## src/rtl/frame_sequencer.sv

```systemverilog
// Per-frame scheduler: divides clk into frame ticks, applies a frame-skip ratio,
// and runs one erase -> update -> draw handshake sequence per scheduled frame.
module frame_sequencer #(
   parameter int unsigned CYCLES_PER_FRAME = 833333,
   parameter int unsigned CNT_W            = 20,
   parameter int unsigned SKIP_W           = 4
) (
   input  logic              clk,
   input  logic              resetn,
   input  logic              run,
   input  logic [SKIP_W-1:0] skip,
   input  logic              erase_done,
   input  logic              draw_done,
   output logic              frame_tick,
   output logic              erase_start,
   output logic              update_en,
   output logic              draw_start,
   output logic              busy,
   output logic [15:0]       frame_num,
   output logic [7:0]        overrun
);

   localparam int unsigned FRAME_W = 16;
   localparam int unsigned OVR_W   = 8;
   localparam logic [CNT_W-1:0] CNT_RELOAD = CNT_W'(CYCLES_PER_FRAME - 1);

   typedef enum logic [1:0] {
      S_IDLE   = 2'd0,
      S_ERASE  = 2'd1,
      S_UPDATE = 2'd2,
      S_DRAW   = 2'd3
   } state_e;

   logic [CNT_W-1:0]   cnt_q, cnt_d;
   logic [SKIP_W-1:0]  skip_cnt_q, skip_cnt_d;
   state_e             state_q, state_d;
   logic               first_q, first_d;
   logic               erase_start_q, erase_start_d;
   logic               update_en_q, update_en_d;
   logic               draw_start_q, draw_start_d;
   logic [FRAME_W-1:0] frame_num_q, frame_num_d;
   logic [OVR_W-1:0]   overrun_q, overrun_d;
   logic               tick_c;
   logic               trigger_c;
   logic               seq_done_c;
   logic               overrun_inc_c;

   // Frame period divider and skip-ratio counter
   always_comb begin
      cnt_d      = cnt_q;
      skip_cnt_d = skip_cnt_q;
      tick_c     = run && (cnt_q == '0);
      trigger_c  = 1'b0;
      if (run) begin
         cnt_d = (cnt_q == '0) ? CNT_RELOAD : cnt_q - CNT_W'(1);
      end
      if (tick_c) begin
         if (skip_cnt_q == '0) begin
            skip_cnt_d = skip;
            trigger_c  = 1'b1;
         end else begin
            skip_cnt_d = skip_cnt_q - SKIP_W'(1);
         end
      end
   end

   // Sequence controller; first_q marks the entry cycle of each state, during
   // which the done inputs are not yet looked at.
   always_comb begin
      state_d    = state_q;
      seq_done_c = 1'b0;
      unique case (state_q)
         S_IDLE:   if (trigger_c) state_d = S_ERASE;
         S_ERASE:  if (!first_q && erase_done) state_d = S_UPDATE;
         S_UPDATE: state_d = S_DRAW;
         S_DRAW: begin
            if (!first_q && draw_done) begin
               state_d    = S_IDLE;
               seq_done_c = 1'b1;
            end
         end
         default:  state_d = S_IDLE;
      endcase

      first_d       = (state_d != state_q);
      erase_start_d = first_d && (state_d == S_ERASE);
      update_en_d   = (state_d == S_UPDATE);
      draw_start_d  = first_d && (state_d == S_DRAW);
   end

   // Statistics: completed sequences wrap, dropped triggers saturate
   always_comb begin
      overrun_inc_c = trigger_c && (state_q != S_IDLE) && (overrun_q != '1);
      frame_num_d   = frame_num_q + FRAME_W'(1);
      overrun_d     = overrun_q + OVR_W'(1);
   end

   always_ff @(posedge clk) begin
      if (!resetn) begin
         cnt_q         <= CNT_RELOAD;
         skip_cnt_q    <= '0;
         state_q       <= S_IDLE;
         first_q       <= 1'b0;
         erase_start_q <= 1'b0;
         update_en_q   <= 1'b0;
         draw_start_q  <= 1'b0;
         frame_num_q   <= '0;
         overrun_q     <= '0;
      end else begin
         cnt_q         <= cnt_d;
         skip_cnt_q    <= skip_cnt_d;
         state_q       <= state_d;
         first_q       <= first_d;
         erase_start_q <= erase_start_d;
         update_en_q   <= update_en_d;
         draw_start_q  <= draw_start_d;
         if (seq_done_c)    frame_num_q <= frame_num_d;
         if (overrun_inc_c) overrun_q   <= overrun_d;
      end
   end

   assign frame_tick  = tick_c;
   assign erase_start = erase_start_q;
   assign update_en   = update_en_q;
   assign draw_start  = draw_start_q;
   assign busy        = (state_q != S_IDLE);
   assign frame_num   = frame_num_q;
   assign overrun     = overrun_q;

endmodule

```

## config.mk

```make
export PLATFORM = sky130hd
export DESIGN_NAME = frame_sequencer
export DESIGN_NICKNAME = d
export VERILOG_FILES = /design/src/rtl/frame_sequencer.sv
export SDC_FILE = /design/constraint.sdc
export NUM_CORES = 1
export LEC_CHECK = 0
export CAP_MARGIN = 20
export CORE_ASPECT_RATIO = 0.9
export CORE_MARGIN = 10
export CORE_UTILIZATION = 28
export CTS_BUF_LIST = sky130_fd_sc_hd__clkbuf_4 sky130_fd_sc_hd__clkbuf_8
export DETAILED_ROUTE_END_ITERATION = 6
export HOLD_SLACK_MARGIN = 0.05
export PLACE_DENSITY = 0.52
export SYNTH_ARGS = -nofsm -noshare
export SYNTH_HDL_FRONTEND = slang
export SYNTH_SLANG_ARGS = --single-unit
```

## constraint.sdc

```tcl
create_clock -name clk -period 3.3 [get_ports clk]
set_input_delay 0.495 -clock clk [delete_from_list [all_inputs] [get_ports clk]]
set_output_delay 0.495 -clock clk [all_outputs]
set_load 0.05 [all_outputs]
```

==> flow_summary.yaml <==
critical_path:
  crit_family: "buffers and inverters"
  worst_path_max_delay_cell: "clkdlybuf4s50_1"
  critPathCaptureType: "output port"
  crit_fanout: 8
  critPathArrivalTime_ns: 2.04
  crit_type: "in -> out"
  critPathMaxStageDelay_ns: 0.61
  path_cells: "clkdlybuf4s50_1 -> nor2b_1 -> nand4_2 -> or2_1 -> inv_1 -> buf_12"
  critPathRequiredTime_ns: 2.80
  cp-start-kind: "input pin"
  cp_num_buf_inv: 3
synth:
  synth_ff_type: "dfxtp_1"
  synth_nets: 314
  synth.avg_cell_area_um2: 8.90
  synth_cell_type_count: 53
  netlist_area_um2: 2670
  synth.most_common_cell: "dfxtp_1"
  synth_commonest_cells: "54 x dfxtp_1, 32 x nand2_1, 26 x nor2_1, 15 x nand3_1, 13 x xor2_1"
  synthCells: 300
  yosysWarnings: 0
  yosysTopAreaCell: "dfxtp_1"
  yosysSeqAreaShare_pct: 40.5
  synthArstFlopShare_pct: 0
  ys_top_cells_by_area: "dfxtp_1 41%, nand2_1 4.5%, xor2_1 4.3%"
  synth_top_cell_area_share_pct: 40.5
  synth-seq-cells: 54
  synth_edf_count: 0
global_routing:
  grt_use_total_pct: 8.71
  gr-total-overflow: 0
  grt_max_degree: 24
  antenna_found_initial: 0
  grt_pass1_wl_mm: 10.1
  grt_pass1_vias: 2078
clocking:
  cts_max_level: 2
  insertion_delay_ns: 0.31
  root_buffer: "clkbuf_8"
  cts_tree: "built"
  cts_made_buffers: 5
  clk_pin_slew_ns: 0.09
  cts.sink_count: 54
  cts.hold.buffers_added: 0
  cts_setup_buffers: 0
  cts_buffer_depth: 2
  cts_resized: 0
floorplanning:
  die_h_um: 113
  fp-row-count: 33
  io_pins: 38
  die_w_um: 123
  start_util_pct: 29.0
  die_area_um2: 13800
  core-area_um2: 9210
status:
  status: "finished, final reports clean"
sta:
  fin_skew_ns: 0.00805
  max_freq_mhz: 395
  final.setup.tns_ns: 0
  worst_hold_slack_ns: 0.478
  finalHoldViolations: 0
  rsz0062_at_grt: "no"
  slew_violations: 0
  tightest_slew_ns: 0.527
  fin_crit_sh_pct: 76.7
  setup_viol: 0
  period_needed_ns: 2.53
  slew_headroom_pct: 64.6
drt:
  viasPerCell: 4.82
  drtIter0Drc: 163
  first_pass_iters: 6
  dr_total_vias: 2217
  drc_errors: 0
  ant_nets: 0
  wl_per_cell_um: 13.2
  drt-total-wl_mm: 6.07
run:
  drv_cap: 0
place:
  port_buffers: 37
  hpwl_mm: 4.47
  place.gp.congestion: 0.798
worst_hold_path:
  hp-class: "reg -> reg"
power:
  p_leak_nw: 1.09
  power_density_nw_per_um2: 360
  total_power_mw: 1.18
  peakVddDrop_v: 0.000196
finish:
  area_growth_pct: 23.1
  diodes: 0
  final_nets: 351
  drive_above_1_share_pct: 7.99
==> placed cells by master, fill, tap and decap left out, types with 7 or more instances in the layout <==
cell type,count
dfxtp_1,54
clkdlybuf4s50_1,36
nand2_1,32
nor2_1,26
nand3_1,15
xor2_1,13
inv_1,10
o21ai_0,10
a21oi_1,10
nand4_1,9
nand2b_1,9
mux2i_1,9
xnor2_1,7
and3_1,7
o31ai_1,7
==> worst paths after layout <==
check / from / to / slack, ns / depth (start not counted)
worst max-delay path: run / frame_tick / 0.77 / 6
worst min-delay path: frame_num[15] / frame_num[15] / 0.48 / 2
worst max register to register: cnt_q[0] / overrun[4] / 1.35 / 7
worst min register to register: frame_num[15] / frame_num[15] / 0.48 / 2
==> worst reg2reg max path, stage by stage, from the launching register on <==
cell and delay (ns):
dfxtp_1 0.37, inv_1 0.09, ha_1 0.14, nor4b_1 0.30, nand4_2 0.17, buf_4 0.23, nor4_1 0.38, mux2i_1 0.21
==> through the flow <==
step | cell area, um^2 | instances | util [%] | setup WS [ns]
after floorplan | 2670 | 300 | - | 1.11
after global placement | 3170 | 452 | 34.4 | 0.763
after detailed placement | 3170 | 452 | 34.4 | 0.751
after CTS | 3280 | 460 | 35.7 | 0.739
after global routing | 3280 | 460 | 35.7 | 0.642
final | 3280 | 460 | 35.7 | 0.769
==> final cells by class <==
type | instances | area, um^2
Clock buffer | 7 | 83.8
Clock inverter | 1 | 30.0
Fill cell | 965 | 5920
Inverter | 11 | 41.3
Multi-Input combinational cell | 225 | 1490
Sequential cell | 54 | 1080
Tap cell | 122 | 153
Timing Repair Buffer | 40 | 403
==> layer usage <==
metal | routed length (um) | GRT usage, %
met5 | 0 | 0
met3 | 357 | 2.71
met4 | 69 | 2.59
met2 | 2630 | 13.2
met1 | 3010 | 11.5
==> power breakdown <==
| group | switching (mW) | internal [mW] | total [mW] |
|---|---|---|---|
| clock network | 0.220 | 0.244 | 0.464 |
| logic | 0.0296 | 0.0242 | 0.0538 |
| registers | 0.00798 | 0.657 | 0.665 |
| total | 0.258 | 0.925 | 1.18 |
==> flip-flops by register name (all words and copies together), names as in the netlist <==
register     flops
draw_start       1
state_q          2
update_en        1
cnt_q           20
frame_num       16
first_q          1
skip_cnt_q       4
overrun          8
erase_start      1
==> kinds of logic (layout without fill, tap and decap cells) <==
logic type,Yosys count,in the layout,share of synthesized area (%)
AND/OR/NAND/NOR,149,149,33.1
flip-flops,54,54,40.5
AO/OA/AOI/OAI,42,42,10.6
buffers and inverters,21,59,3.56
XOR/XNOR,20,20,6.56
multiplexers,9,9,3.38
adder cells (fa/ha/maj),5,5,2.34
No activity file was read; power rests on OpenSTA's default activity.
